**src/rtl/ram_burst_reader.sv**
```systemverilog
// Read-side burst sequencer for a synchronous-read block RAM.
// Walks a contiguous address range and streams the words out through a 2-entry valid/ready buffer.
module ram_burst_reader #(
  parameter int DATA_WIDTH = 8,
  parameter int ADDR_WIDTH = 10
) (
  input  logic                  clk,
  input  logic                  reset,
  input  logic                  start,
  input  logic [ADDR_WIDTH-1:0] base_addr,
  input  logic [ADDR_WIDTH:0]   len,
  output logic                  busy,
  output logic                  done_tick,
  output logic [ADDR_WIDTH-1:0] r_addr,
  input  logic [DATA_WIDTH-1:0] q,
  output logic [DATA_WIDTH-1:0] m_data,
  output logic                  m_valid,
  input  logic                  m_ready,
  output logic                  m_last
);

  typedef enum logic [1:0] {IDLE, RUN, DRAIN} state_t;

  state_t                state_q, state_d;
  logic                  busy_q, busy_d;
  logic                  done_q, done_d;
  logic [ADDR_WIDTH-1:0] r_addr_q, r_addr_d;
  logic [ADDR_WIDTH:0]   remaining_q, remaining_d;
  logic                  inflight_q, inflight_d;
  logic                  tag_q, tag_d;
  logic [DATA_WIDTH-1:0] data0_q, data0_d, data1_q, data1_d;
  logic                  last0_q, last0_d, last1_q, last1_d;
  logic [1:0]            count_q, count_d;

  logic                  pop;
  logic                  issue;
  logic [2:0]            occ;

  // Occupancy the buffer would have after this edge if nothing new were issued.
  assign pop   = (count_q != 2'd0) && m_ready;
  assign occ   = {1'b0, count_q} + {2'b00, inflight_q} - {2'b00, pop};
  assign issue = (state_q == RUN) && (remaining_q != '0) && (occ < 3'd2);

  // NOTE: every variable gets its default first so no path leaves one unassigned (no latches).
  always_comb begin
    state_d     = state_q;
    busy_d      = busy_q;
    done_d      = 1'b0;
    r_addr_d    = r_addr_q;
    remaining_d = remaining_q;
    inflight_d  = 1'b0;
    tag_d       = tag_q;
    data0_d     = data0_q;
    data1_d     = data1_q;
    last0_d     = last0_q;
    last1_d     = last1_q;
    count_d     = count_q;

    case (state_q)
      IDLE: begin
        if (start) begin
          if (len != '0) begin
            r_addr_d    = base_addr;
            remaining_d = len;
            busy_d      = 1'b1;
            state_d     = RUN;
          end else begin
            done_d = 1'b1;
          end
        end
      end
      RUN: begin
        if (issue && (remaining_q == (ADDR_WIDTH+1)'(1))) state_d = DRAIN;
      end
      DRAIN: begin
        // Finish at the edge that pops the final word so done_tick follows it directly.
        if (!inflight_q && ((count_q == 2'd0) || ((count_q == 2'd1) && pop))) begin
          state_d = IDLE;
          busy_d  = 1'b0;
          done_d  = 1'b1;
        end
      end
      default: state_d = IDLE;
    endcase

    if (issue) begin
      r_addr_d    = r_addr_q + ADDR_WIDTH'(1);
      remaining_d = remaining_q - (ADDR_WIDTH+1)'(1);
      inflight_d  = 1'b1;
      tag_d       = (remaining_q == (ADDR_WIDTH+1)'(1));
    end

    case ({inflight_q, pop})
      2'b01: begin
        data0_d = data1_q;
        last0_d = last1_q;
        count_d = count_q - 2'd1;
      end
      2'b10: begin
        if (count_q == 2'd0) begin
          data0_d = q;
          last0_d = tag_q;
        end else begin
          data1_d = q;
          last1_d = tag_q;
        end
        count_d = count_q + 2'd1;
      end
      2'b11: begin
        if (count_q == 2'd1) begin
          data0_d = q;
          last0_d = tag_q;
        end else begin
          data0_d = data1_q;
          last0_d = last1_q;
          data1_d = q;
          last1_d = tag_q;
        end
      end
      default: ;
    endcase
  end

  // NOTE: state registers use non-blocking assignments so all flops update from pre-edge values.
  always_ff @(posedge clk) begin
    if (reset) begin
      state_q     <= IDLE;
      busy_q      <= 1'b0;
      done_q      <= 1'b0;
      r_addr_q    <= '0;
      remaining_q <= '0;
      inflight_q  <= 1'b0;
      tag_q       <= 1'b0;
      data0_q     <= '0;
      data1_q     <= '0;
      last0_q     <= 1'b0;
      last1_q     <= 1'b0;
      count_q     <= 2'd0;
    end else begin
      state_q     <= state_d;
      busy_q      <= busy_d;
      done_q      <= done_d;
      r_addr_q    <= r_addr_d;
      remaining_q <= remaining_d;
      inflight_q  <= inflight_d;
      tag_q       <= tag_d;
      data0_q     <= data0_d;
      data1_q     <= data1_d;
      last0_q     <= last0_d;
      last1_q     <= last1_d;
      count_q     <= count_d;
    end
  end

  assign busy      = busy_q;
  assign done_tick = done_q;
  assign r_addr    = r_addr_q;
  assign m_data    = data0_q;
  assign m_valid   = (count_q != 2'd0);
  assign m_last    = (count_q != 2'd0) && last0_q;

endmodule

```
**config.mk**
```make
export PLATFORM = sky130hd
export DESIGN_NAME = ram_burst_reader
export DESIGN_NICKNAME = d
export VERILOG_FILES = /design/src/rtl/ram_burst_reader.sv
export SDC_FILE = /design/constraint.sdc
export NUM_CORES = 1
export LEC_CHECK = 0
export ABC_AREA = 0
export CAP_MARGIN = 40
export CORE_AREA = 2 2 66 75
export CTS_BUF_LIST = sky130_fd_sc_hd__clkbuf_2 sky130_fd_sc_hd__clkbuf_4 sky130_fd_sc_hd__clkbuf_8
export DETAILED_ROUTE_END_ITERATION = 7
export DIE_AREA = 0 0 68 77
export HOLD_SLACK_MARGIN = 0.12
export PLACE_DENSITY = 0.85
export SYNTH_ARGS = -nofsm -noshare
export SYNTH_HDL_FRONTEND = slang
export SYNTH_SLANG_ARGS = --single-unit
export TNS_END_PERCENT = 30
```
**constraint.sdc**
```tcl
create_clock -name clk -period 8.3 [get_ports clk]
set_clock_uncertainty 0.1 [all_clocks]
set_input_delay 1.245 -clock clk [delete_from_list [all_inputs] [get_ports clk]]
set_output_delay 1.245 -clock clk [all_outputs]
set_load 0.05 [all_outputs]
```
==> run_results.csv <==
group,metric,value,unit
run_status,outcome,"completed",
synth,syn_avg_cell_area,8.86,um^2
timing,relSlewSlack,47.5,%
grt,antenna_found_initial,0,
floorplan,fp.coreArea,4490,um^2
final_layout,final_area,3090,um^2
placement,dpl_cell_area,2950,um^2
critical_path,slowest_stage,"or4_1",
critical_path,worst-setup-path-type,"input port to flop",
pwr,vdd_drop_max,0.132,mV
floorplan,initial_core_util,53.3,%
grt,grt_max_degree,48,
timing,timing.hold.ws,0.369,ns
pwr,power_density,305,nW/um^2
hold_path,hold_class,"flop to flop",
grt,grt.total_usage,21.7,%
synth,netlist_area,2390,um^2
routing,avgViaCountPerCell,5.96,
synth,synth_cells,270,
critical_path,cp-end-kind,"flop",
floorplan,rows,26,
synth,synth_area_leaders,"dfxtp_1 (39%), nor2_1 (5.2%), mux2i_1 (4.2%)",
critical_path,crit_chain,"clkdlybuf4s50_1, nor2b_1, inv_1, nor2_1, o21ai_0, fa_1, xnor2_1, and3_1, nand2_1, or4_1, a31oi_1",
cts,clk_pin_slew_worst_paths,0.09,ns
synth,syn_nets,310,
timing,timing.fmax,228,MHz
synth,yosysMostFrequentCell,"dfxtp_1",
timing,min_period,4.39,ns
cts,cts_resized,0,
cts,cts_buffers,5,
floorplan,die_h,77,um
cts,cts_setup_buffers,0,
routing,wire_per_inst,14.5,um
critical_path,crit_fanout,14,
synth,synthFlopType,"dfxtp_1",
placement,gp_congestion,0.786,
final_layout,fin_nets,359,
cts,cts_max_level,2,
critical_path,worst-path-buf-inv,2,
placement,dp_hpwl,3790,um
synth,netlist_top_cells_count,"dfxtp_1 (47), nor2_1 (33), nand2_1 (20)",
timing,rsz0062_at_grt,"false",
critical_path,critPathLaunchType,"input port",
synth,yosysUniqueCellTypes,55,
synth,ys_ff_latch,47,
floorplan,ios,55,
synth,synthArstFlopShare,0,%
routing,num_vias,2240,
routing,remaining_drc_errors,0,
synth,synth-edff-count,0,
placement,port_buffers,54,
cts,cts_tree,"yes",
cts,root_buffer,"clkbuf_8",
cts,clock_sinks,47,
timing,setup_viol,0,
grt,overflow,0,
final_layout,synthToLayoutAreaGrowth,29.0,%
critical_path,crit_required,8.43,ns
synth,yosys_warnings,0,
timing,setup-tns-final,0,ns
final_layout,drive_gt1_share,8.13,%
cts,clk-insertion-delay-late,0.29,ns
timing,slew_viol_final,0,
critical_path,critical-path-max-stage-delay,0.57,ns
synth,yosysSeqAreaShare,39.3,%
critical_path,critPathArrivalTime,4.52,ns
routing,wirelength,5460,um
grt,grt_first_pass_wirelength,9140,um
timing,tightest_slew,0.788,ns
job,drv_cap,0,
synth,synth_top_area_cell,"dfxtp_1",
routing,ant_nets,0,
synth,synth_top_area_share,39.3,%
final_layout,antenna_cells,0,
routing,drt_iter0_drc,120,
routing,drt_pass1_iterations,4,
timing,finalHoldViolations,0,
floorplan,die_x,68,um
floorplan,die_area,5240,um^2
pwr,leakagePower,1.10,nW
timing,post-route-period-util,52.9,%
grt,grt_pass1_vias,2124,
critical_path,crit_family,"simple AND/OR/NAND/NOR gates",
cts,cts_hold_buf,0,
cts,cts_buffer_depth,2,
cell usage in the layout, fill, tap and decap left out, drive strengths merged, types with 4 or more instances in the layout:
| cell | n |
|---|---|
| and3 | 7 |
| nor4 | 5 |
| clkdlybuf4s50 | 54 |
| inv | 9 |
| a21oi | 20 |
| clkbuf | 6 |
| nand2 | 20 |
| nor2 | 33 |
| ha | 6 |
| or3 | 4 |
| dfxtp | 47 |
| mux2i | 10 |
| nand3 | 9 |
| o211ai | 6 |
| a211oi | 13 |
| a22oi | 12 |
| a31oi | 7 |
layout make-up:
cell class | instances | area [um^2]
fill | 373 | 1400
multi-input combinational | 200 | 1350
sequential | 47 | 941
timing repair buffer | 56 | 556
clock buffer | 6 | 76.3
tap | 56 | 70.1
clock inverter | 2 | 60.1
inverter | 9 | 33.8
report_power, final:
group	internal, mW	leakage [nW]	switching (mW)
registers	0.269	0.385	0.0373
logic	0.161	0.650	0.273
clock network	0.124	0.0688	0.0766
flip-flops by register name (all words and copies together), names as in the netlist:
signal,flops
tag_q,1
done_tick,1
count_q,2
last0_q,1
remaining_q,11
inflight_q,1
state_q,2
last1_q,1
data1_q,8
busy,1
m_data,8
r_addr,10
per-stage QoR:
step	cells	util, %	power, mW	worst slack (ns)
CTS	376	68.8	0.943	3.93
detailed placement	368	65.7	0.742	3.63
global placement	367	65.6	0.731	3.77
floorplan	270	-	0.626	4.72
global route	376	68.8	1.00	3.56
finish	376	68.8	0.940	3.91
worst paths after layout:
check / from / end / slack, ns / cells past startpoint
max: m_ready / r_addr[7] / 3.91 / 11
min: busy / busy / 0.37 / 2
max reg2reg: count_q[1] / r_addr[7] / 4.62 / 12
min reg2reg: busy / busy / 0.37 / 2
per-layer routing:
layer  up-vias  part of all wire (%)  GRT usage, %
met5         -                     0             0
met4         0                  0.88          7.00
met3         6                   5.3          4.40
met2        70                    49          36.4
met1      1056                    45          27.1
li1       1108                     -             -
cell families after synthesis:
kind of cell	share of synthesized area [%]
compound gates	24.7
xor+xnor	1.10
fa+ha+maj	3.97
buf+inv	4.50
flops	39.3
mux	4.18
simple gates	22.3
worst register-to-register path: cells and delay by family, from the launching register on:
kind                       cells  cell delay [ns]
AOI/OAI and AO/OA              2             0.30
xor gates and xnor gates       1             0.13
adders and majority gates      2             0.66
buffers and inverters          2             0.19
DFF                            1             0.43
and+or+nand+nor                5             1.78
Note: power is estimated with default switching activity, not from simulation.
